File: config.mk
export PLATFORM = sky130hd
export DESIGN_NAME = ip_codma_bus_arbiter
export DESIGN_NICKNAME = d
export VERILOG_FILES = /design/src/rtl/ip_codma_bus_arbiter.sv
export SDC_FILE = /design/constraint.sdc
export NUM_CORES = 1
export LEC_CHECK = 0
export BUFFER_PORTS_ARGS = -buffer_cell sky130_fd_sc_hd__buf_2
export CORE_MARGIN = 1.5
export CORE_UTILIZATION = 58
export DETAILED_ROUTE_END_ITERATION = 8
export PLACE_DENSITY = 0.8
export SYNTH_ARGS = -nofsm -noshare
export SYNTH_HDL_FRONTEND = slang
export SYNTH_SLANG_ARGS = --single-unit
File: constraint.sdc
create_clock -name clk_i -period 5.45 [get_ports clk_i]
set_input_delay 1.09 -clock clk_i [delete_from_list [all_inputs] [get_ports clk_i]]
set_output_delay 1.09 -clock clk_i [all_outputs]
set_load 0.02 [all_outputs]
File: src/rtl/ip_codma_bus_arbiter.sv
// ---------------------------------------------------------------------------
// ip_codma_bus_arbiter
// Round-robin arbiter that shares the CODMA system-bus master port between
// the read machine (0), the write machine (1) and descriptor fetch (2).
// It latches the winner and its transfer size, asks for the bus, hands
// ownership to the winner until the expected number of beats completes,
// then rotates priority.
//
// Ports:
//   clk_i, reset_n_i   clock, asynchronous active-low reset
//   stop_i             abort to idle, drop grants, keep priority pointer
//   req_i / size_i     per-requester level request and size code (3, 8, 9)
//   grant_o, owner_o   one-hot ownership (owned state only), latched winner
//   bus_req_o          system bus request (ask state only)
//   bus_size_o         latched size of the owner
//   bus_grant_i        system bus grant
//   bus_beat_i         one 64-bit beat completed
//   bus_error_i        system bus error
//   busy_o             arbiter not idle
//   error_o            pulse: bus error, illegal size or timeout
//   timeout_o          pulse: timeout (always alongside error_o)
// ---------------------------------------------------------------------------
module ip_codma_bus_arbiter #(
    parameter int unsigned NUM_REQ        = 3,
    parameter int unsigned TIMEOUT_CYCLES = 64
) (
    input  logic                 clk_i,
    input  logic                 reset_n_i,
    input  logic                 stop_i,
    input  logic [NUM_REQ-1:0]   req_i,
    input  logic [NUM_REQ*4-1:0] size_i,
    output logic [NUM_REQ-1:0]   grant_o,
    output logic [2:0]           owner_o,
    output logic                 bus_req_o,
    output logic [3:0]           bus_size_o,
    input  logic                 bus_grant_i,
    input  logic                 bus_beat_i,
    input  logic                 bus_error_i,
    output logic                 busy_o,
    output logic                 error_o,
    output logic                 timeout_o
);

    localparam int unsigned TW = $clog2(TIMEOUT_CYCLES + 1);

    typedef enum logic [1:0] {ARB_IDLE, ARB_ASK, ARB_OWNED, ARB_RELEASE} arb_state_e;

    arb_state_e    r_state, w_state_next;
    logic [2:0]    r_owner, w_owner_next;
    logic [3:0]    r_size, w_size_next;
    logic [2:0]    r_beats_needed, w_beats_next;
    logic [2:0]    r_beat_cnt, w_beat_cnt_next;
    logic [TW-1:0] r_idle_cnt, w_idle_next;
    logic [2:0]    r_rr_ptr, w_rr_next;
    logic          r_error, w_error_next;
    logic          r_timeout, w_timeout_next;

    // Padded copies so that 3-bit indices select without width games.
    logic [7:0]    w_req_pad;
    logic [31:0]   w_size_all;
    logic          w_win_found;
    logic [2:0]    w_win_idx;
    logic [2:0]    w_k;
    logic [3:0]    w_win_size;
    logic [2:0]    w_win_beats;
    logic          w_win_illegal;

    assign w_req_pad  = 8'(req_i);
    assign w_size_all = 32'(size_i);

    // Round-robin pick: first set request scanning upward from r_rr_ptr.
    always_comb begin
        w_win_found = 1'b0;
        w_win_idx   = '0;
        w_k         = '0;
        for (int unsigned i = 0; i < NUM_REQ; i++) begin
            w_k = 3'((32'(r_rr_ptr) + i) % NUM_REQ);
            if (!w_win_found && w_req_pad[w_k]) begin
                w_win_found = 1'b1;
                w_win_idx   = w_k;
            end
        end
        w_win_size = w_size_all[{w_win_idx, 2'b00} +: 4];
    end

    // Size code to beat count; anything else is an illegal request.
    always_comb begin
        w_win_beats   = '0;
        w_win_illegal = 1'b0;
        case (w_win_size)
            4'd3:    w_win_beats = 3'd1;
            4'd8:    w_win_beats = 3'd3;
            4'd9:    w_win_beats = 3'd4;
            default: w_win_illegal = 1'b1;
        endcase
    end

    always_comb begin
        w_state_next    = r_state;
        w_owner_next    = r_owner;
        w_size_next     = r_size;
        w_beats_next    = r_beats_needed;
        w_beat_cnt_next = r_beat_cnt;
        w_idle_next     = r_idle_cnt;
        w_rr_next       = r_rr_ptr;
        w_error_next    = 1'b0;
        w_timeout_next  = 1'b0;
        if (stop_i) begin
            w_state_next    = ARB_IDLE;
            w_owner_next    = '0;
            w_size_next     = '0;
            w_beat_cnt_next = '0;
            w_idle_next     = '0;
        end else begin
            case (r_state)
                ARB_IDLE: begin
                    if (w_win_found) begin
                        w_owner_next = w_win_idx;
                        w_size_next  = w_win_size;
                        w_beats_next = w_win_beats;
                        if (w_win_illegal) begin
                            w_error_next = 1'b1;
                            w_state_next = ARB_RELEASE;
                        end else begin
                            w_state_next = ARB_ASK;
                        end
                    end
                end
                ARB_ASK: begin
                    if (bus_error_i) begin
                        w_error_next = 1'b1;
                        w_state_next = ARB_RELEASE;
                    end else if (!w_req_pad[r_owner]) begin
                        w_state_next = ARB_RELEASE;
                    end else if (bus_grant_i) begin
                        w_state_next = ARB_OWNED;
                    end
                end
                ARB_OWNED: begin
                    // A beat restarts the idle window, so it can never coincide
                    // with a timeout; req_i is deliberately ignored here.
                    if (bus_error_i) begin
                        w_error_next = 1'b1;
                        w_state_next = ARB_RELEASE;
                    end else if (!bus_beat_i && r_idle_cnt == TW'(TIMEOUT_CYCLES - 1)) begin
                        w_error_next   = 1'b1;
                        w_timeout_next = 1'b1;
                        w_state_next   = ARB_RELEASE;
                    end else if (bus_beat_i) begin
                        w_beat_cnt_next = r_beat_cnt + 3'd1;
                        w_idle_next     = '0;
                        if (r_beat_cnt + 3'd1 == r_beats_needed) begin
                            w_state_next = ARB_RELEASE;
                        end
                    end else begin
                        w_idle_next = r_idle_cnt + TW'(1);
                    end
                end
                ARB_RELEASE: begin
                    w_rr_next       = 3'((32'(r_owner) + 1) % NUM_REQ);
                    w_beat_cnt_next = '0;
                    w_idle_next     = '0;
                    w_state_next    = ARB_IDLE;
                end
                default: w_state_next = ARB_IDLE;
            endcase
        end
    end

    always_ff @(posedge clk_i or negedge reset_n_i) begin
        if (!reset_n_i) begin
            r_state        <= ARB_IDLE;
            r_owner        <= '0;
            r_size         <= '0;
            r_beats_needed <= '0;
            r_beat_cnt     <= '0;
            r_idle_cnt     <= '0;
            r_rr_ptr       <= '0;
            r_error        <= 1'b0;
            r_timeout      <= 1'b0;
        end else begin
            r_state        <= w_state_next;
            r_owner        <= w_owner_next;
            r_size         <= w_size_next;
            r_beats_needed <= w_beats_next;
            r_beat_cnt     <= w_beat_cnt_next;
            r_idle_cnt     <= w_idle_next;
            r_rr_ptr       <= w_rr_next;
            r_error        <= w_error_next;
            r_timeout      <= w_timeout_next;
        end
    end

    // Outputs decode registered state only.
    assign grant_o    = (r_state == ARB_OWNED) ? NUM_REQ'(8'd1 << r_owner) : '0;
    assign owner_o    = r_owner;
    assign bus_req_o  = (r_state == ARB_ASK);
    assign bus_size_o = r_size;
    assign busy_o     = (r_state != ARB_IDLE);
    assign error_o    = r_error;
    assign timeout_o  = r_timeout;

endmodule

==> run metrics, run 1 <==
run status=complete, no violations; largest incremental delay on the critical path=0.61 ns; ratio of cells with drive above 1 in the final layout=16.8%; highest fanout seen on the critical path=13; unrepaired setup endpoints after global routing=no; initial antenna violation count=0; kind of end point of the critical path=register; sequential area share after synthesis=24.1%; total count of max-transition violations in the final report=0; leading cell type in the layout, fill and taps excluded=sky130_fd_sc_hd__nand2_1; Routed wire per std cell=14.3 um; Die H=about 73 um; maximum number of pins on one net before global-route repair=28; Die Area=0.00526 mm^2; Filler Cell Count=approximately 430; Bufs and invs on worst path=0; R2R Path Start=r_rr_ptr[1]; count of synthesis-stage warnings from yosys=0; worst hold path stage count=2; routed wire length=6070 um; cell area after synthesis=between 0.002 and 0.003 mm^2; unique cell type count in the Yosys netlist=63; number of global-route vias before repair=2,457; Worst Slack Setup Final=between 0.6 and 0.7 ns; maximum buffer depth of the clock tree=2; FP Rows=25; maximum clock skew at final layout=0.00202 ns; Worst setup SP type=register; overall fraction of global-route tracks in use=roughly a quarter; # clock sinks=27; clock buffers created by TritonCTS=3; post-detailed-route DRC marker count=0; timing-limited maximum frequency=0.206 GHz; number of nets in the layout=422; total gr overflow=0; max capacitance violation total=0; Final setup viols=0; start-to-end type of the worst setup path=reg -> reg; routability-driven placement congestion ratio=0.875; Least-Margin Pin Slew=slightly below 0.7 ns; hold path start=r_idle_cnt[1]; count of H-tree levels built during CTS=1; synthesized area divided by synthesized cell count=8.39 um^2; Post-CTS Setup Bufs=0; most frequent cells in the layout=37 x sky130_fd_sc_hd__nand2_1, 34 x sky130_fd_sc_hd__buf_2, 30 x sky130_fd_sc_hd__ha_1; r2r endpoint=error_o; number of cells on the worst reg-to-reg path=18; core region area=0.00469 mm^2; layout overhead on the synthesized area=9.83%; Worst EP arrival=5.00 ns; number of hold-slack violations in the final timing report=0; CTS Root Buffer Type=sky130_fd_sc_hd__clkbuf_8; final worst path period share=between 80 and 90%; routed via count=between 2,000 and 3,000; insertion delay to the later sink of the worst-skew pair=0.27 ns; post-cts hold buffer count=0; Post-Place Setup Slack=0.717 ns; number of instances in the synthesized netlist=roughly 330; antenna-violating nets left=0; Die Span X=72.5 um; worst min-delay path class=reg -> reg; most used cell, CP=sky130_fd_sc_hd__ha_1; Starting Density=59.7%; DPL Wire Length=4810 um; worst-path cell chain=ha_1 > and2_1 > nor2_1 > ha_1 > ha_1 > nor2_1 > a221oi_4 > ha_1 > or2_2 > o221a_1 > a41oi_1 > nor3b_1 > a211oi_2 > mux2i_1 > a21boi_2 > nor4_2 > o2bb2ai_1 > o21ai_1; Req. time, crit path=5.60 ns; first-pass GRT wire length=roughly 11,000 um; Worst R2R Setup Slack=0.60 ns; minimum clock period after layout=between 4 and 5 ns; Crit-path slowest cell=sky130_fd_sc_hd__dfrtp_1; vias per cell=5.98; relative slew slack=54.1%; clock transition at the registers of the reported paths=0.09 ns; post-synthesis sequential element count=27; async set or reset register ratio after synthesis=100%; drt initial violations=108; most common flop cell mapped by yosys=sky130_fd_sc_hd__dfrtp_1; family of cells with the greatest summed delay on the critical path=simple AND/OR/NAND/NOR gates; Pre-Repair DR Iteration Count=4; TritonCTS clock tree=yes; number of instances resized during post-cts repair=0; final antenna diode count=0; number of enable-type register cells in the synthesized netlist=0; Post-Syn Nets=385; count of input and output buffers=34; num ports=35; worst-case hold path end point=r_idle_cnt[1]; Final TNS setup=0 ns
==> tightest hold or removal path, stage by stage, from the launching register on <==
cell                      delay [ns]
sky130_fd_sc_hd__dfrtp_1        0.36
sky130_fd_sc_hd__nand2_1        0.05
sky130_fd_sc_hd__nand2_1        0.05
==> cell families (layout without fill, tap and decap cells) <==
family,Yosys count,in the layout,share of synthesized area (%)
and+or+nand+nor,131,131,23.7
xor gates and xnor gates,16,16,5.81
adders and majority gates,30,30,13.4
DFF,27,27,24.1
AOI/OAI and AO/OA,90,90,23.4
muxes,16,16,5.98
buffers and inverters,24,60,3.62
==> how the worst max path moves through the flow <==
| stage | startpoint | end | slack (ns) | cells past startpoint |
|---|---|---|---|---|
| floorplan | r_rr_ptr[0] | r_beats_needed[0] | 1.23 | 18 |
| global placement | r_rr_ptr[1] | r_beats_needed[0] | 0.85 | 19 |
| detailed placement | r_rr_ptr[1] | error_o | 0.72 | 19 |
| CTS | r_rr_ptr[1] | r_beats_needed[0] | 0.68 | 18 |
| global route | r_rr_ptr[1] | r_state[1] | 0.13 | 19 |
| finish | r_rr_ptr[1] | error_o | 0.60 | 18 |
==> sequential cells by signal, summed over array words and instances, names as in the netlist <==
| signal | cells |
|---|---|
| bus_size_o | 4 |
| error_o | 1 |
| owner_o | 3 |
| r_beat_cnt | 3 |
| r_beats_needed | 3 |
| r_idle_cnt | 7 |
| r_rr_ptr | 3 |
| r_state | 2 |
| timeout_o | 1 |
==> Yosys cell counts (all sizes together), types with 4 or more instances <==
cell type,number,share of area [%]
a211oi,6,2.2
a21oi,15,2.8
and2,9,2.2
and3,5,1.1
buf,4,0.94
dfrtp,27,24
ha,30,13
inv,19,2.5
mux2i,13,4.6
nand2,37,5.0
nand2b,11,2.5
nand3,14,2.5
nor2,25,3.3
nor3,9,1.6
nor3b,5,1.3
o211ai,8,2.3
o21a,5,1.3
o21ai,30,5.5
xnor2,15,5.2
==> through the flow <==
step	utilization [%]	hold slack (ns)	instance area (um^2)	instances
CTS	65.6	0.500	3080	424
floorplan	-	0.454	2800	334
finish	65.6	0.498	3080	424
detailed placement	64.6	0.480	3030	420
global placement	64.6	0.471	3030	420
global route	65.6	0.513	3080	424
==> metal layers <==
metal	part of all wire, %	GRT usage (%)
met4	1.1	7.55
met3	4.0	3.33
met1	49	35.5
met2	46	41.7
met5	0	0
==> final cells by class <==
type / instances / area, um^2 / area share (%)
Sequential cell: 27 / 676 / 22.0
Clock buffer: 4 / 45.0 / 1.46
Multi-Input combinational cell: 283 / 2020 / 65.8
Inverter: 19 / 71.3 / 2.32
Tap cell: 54 / 67.6 / 2.20
Timing Repair Buffer: 37 / 193 / 6.26
Power of run 1 is left out: the tool's default activity adds up to more than one toggle a clock period on the data nets, which glitch-free logic cannot reach.
==> inputs of run 2 (changes only) <==
--- a/config.mk
+++ b/config.mk
@@ -5,11 +5,13 @@
 export SDC_FILE = /design/constraint.sdc
 export NUM_CORES = 1
 export LEC_CHECK = 0
-export BUFFER_PORTS_ARGS = -buffer_cell sky130_fd_sc_hd__buf_2
 export CORE_MARGIN = 1.5
 export CORE_UTILIZATION = 58
 export DETAILED_ROUTE_END_ITERATION = 8
-export PLACE_DENSITY = 0.8
+export DONT_BUFFER_PORTS = 1
+export MAX_ROUTING_LAYER = met4
+export PLACE_DENSITY = 0.74
+export SLEW_MARGIN = 20
 export SYNTH_ARGS = -nofsm -noshare
 export SYNTH_HDL_FRONTEND = slang
 export SYNTH_SLANG_ARGS = --single-unit
==> run 2 against run 1 <==
  * Clock-buffer cell count down 1
  * Clock skew up 0.0044 ns
  * Maximum frequency down 0.68%
==> run metrics, run 2 (synthesized netlist as in run 1, its figures left out) <==
first-pass GRT wire length=10,400 um; relative slew slack=56.7%; family of cells with the greatest summed delay on the critical path=compound AO/OA/AOI/OAI gates; Worst EP arrival=5.04 ns; run status=complete, no violations; timing-limited maximum frequency=0.205 GHz; Die Area=0.00526 mm^2; final worst path period share=89.5%; drt initial violations=143; Req. time, crit path=5.61 ns; leading cell type in the layout, fill and taps excluded=sky130_fd_sc_hd__nand2_1; highest fanout seen on the critical path=13; max reg flops=7; final antenna diode count=0; DPL Wire Length=4640 um; Starting Density=59.7%; clock transition at the registers of the reported paths=0.09 ns; count of H-tree levels built during CTS=1; number of nets in the layout=387; layout overhead on the synthesized area=3.53%; start-to-end type of the worst setup path=reg -> reg; Filler Cell Count=398; total gr overflow=0; Final setup viols=0; utilization of the core after routing=about three fifths; Least-Margin Pin Slew=0.644 ns; antenna-violating nets left=0; initial antenna violation count=0; ratio of cells with drive above 1 in the final layout=8.36%; routability-driven placement congestion ratio=just over 0.9; Final TNS setup=0 ns; most used cell, CP=sky130_fd_sc_hd__ha_1; insertion delay to the later sink of the worst-skew pair=0.28 ns; worst-path cell chain=ha_1 > and2_1 > nor2_1 > ha_1 > ha_1 > nor2_1 > a221oi_4 > ha_1 > or2_2 > o22a_1 > a211oi_1 > nor3b_1 > a211o_1 > o21ai_2 > mux2i_1 > o221ai_1 > o2bb2ai_1 > o21ai_1; minimum clock period after layout=4.88 ns; core region area=0.00469 mm^2; number of instances resized during post-cts repair=0; Bufs and invs on worst path=0; max capacitance violation total=0; R2R Path Start=r_rr_ptr[1]; routed wire length=5920 um; total count of max-transition violations in the final report=0; routed via count=2,371; overall fraction of global-route tracks in use=25.1%; kind of end point of the critical path=register; clock buffers created by TritonCTS=3; Worst setup SP type=register; unrepaired setup endpoints after global routing=no; # clock sinks=27; Post-CTS Setup Bufs=0; Crit-path slowest cell=sky130_fd_sc_hd__dfrtp_1; number of hold-slack violations in the final timing report=0; TritonCTS clock tree=yes; FP Rows=25; placed instance count=385; Die H=72.5 um; post-route non-filler standard cell count=between 300 and 400; worst hold-check slack=0.493 ns; Critical Path Source=r_rr_ptr[1]; maximum number of pins on one net before global-route repair=28; post-detailed-route DRC marker count=0; number of global-route vias before repair=between 2,000 and 2,500; maximum clock skew at final layout=0.00646 ns; vias per cell=6.10; Pre-Repair DR Iteration Count=4; Die Span X=72.5 um; Routed wire per std cell=15.2 um; largest incremental delay on the critical path=about 0.63 ns; count of input and output buffers=0; maximum buffer depth of the clock tree=2; num ports=35; register containing the most flip-flops in the final layout=r_idle_cnt; worst min-delay path class=in -> async; post-cts hold buffer count=0; most frequent cells in the layout=37 x sky130_fd_sc_hd__nand2_1, 30 x sky130_fd_sc_hd__ha_1, 27 x sky130_fd_sc_hd__dfrtp_1; CTS Root Buffer Type=sky130_fd_sc_hd__clkbuf_8
[run 2: cell types whose count changed in the layout (fill, tap and decap cells not counted), sizes merged]
cell	previous run	this run
buf	37	2
clkbuf	4	3
clkinv	0	1
[run 2: cell type report]
class / instances / area [um^2] / area share [%]
multi-input cells: 283 / 2020 / 69.8
well taps: 54 / 67.6 / 2.33
flip-flops and latches: 27 / 676 / 23.3
clock buffers: 3 / 41.3 / 1.42
inverters: 19 / 71.3 / 2.46
repair buffers: 2 / 15.0 / 0.518
clock inverters: 1 / 5.00 / 0.173
[run 2: path summary, 6_finish.rpt]
| check | slack (ns) | cells after the start | endpoint |
|---|---|---|---|
| max | 0.57 | 18 | r_state[1] |
| min | 0.49 | 0 | timeout_o |
| max reg2reg | 0.57 | 18 | r_state[1] |
| min reg2reg | 0.49 | 2 | r_beat_cnt[1] |
| max in group asynchronous | 4.88 | 0 | r_state[1] |
| min in group clk_i | 0.49 | 2 | r_beat_cnt[1] |
[run 2: per-layer routing]
layer	wire length (um)	track usage (%)	up-vias
li1	-	-	1204
met1	2900	34.8	1116
met2	2700	39.5	45
met3	283	4.44	6
met4	37	3.77	0
met5	0	-	-
[run 2: metrics by stage]
step           setup WS (ns)  area [um^2]
2_1_floorplan           1.23         2800
3_3_place_gp           0.758         2850
3_5_place_dp           0.658         2850
4_1_cts                0.607         2900
5_1_grt                0.156         2900
6_report               0.571         2900
[run 2: worst register-to-register path, cell delays in order (launching register included)]
cell	delay, ns
sky130_fd_sc_hd__dfrtp_1	0.63
sky130_fd_sc_hd__ha_1	0.38
sky130_fd_sc_hd__and2_1	0.28
sky130_fd_sc_hd__nor2_1	0.10
sky130_fd_sc_hd__ha_1	0.22
sky130_fd_sc_hd__ha_1	0.25
sky130_fd_sc_hd__nor2_1	0.21
sky130_fd_sc_hd__a221oi_4	0.10
sky130_fd_sc_hd__ha_1	0.25
sky130_fd_sc_hd__or2_2	0.31
sky130_fd_sc_hd__o22a_1	0.22
sky130_fd_sc_hd__a211oi_1	0.28
sky130_fd_sc_hd__nor3b_1	0.14
sky130_fd_sc_hd__a211o_1	0.31
sky130_fd_sc_hd__o21ai_2	0.23
sky130_fd_sc_hd__mux2i_1	0.36
sky130_fd_sc_hd__o221ai_1	0.15
sky130_fd_sc_hd__o2bb2ai_1	0.22
sky130_fd_sc_hd__o21ai_1	0.11
Power of run 2 is left out for the same reason.
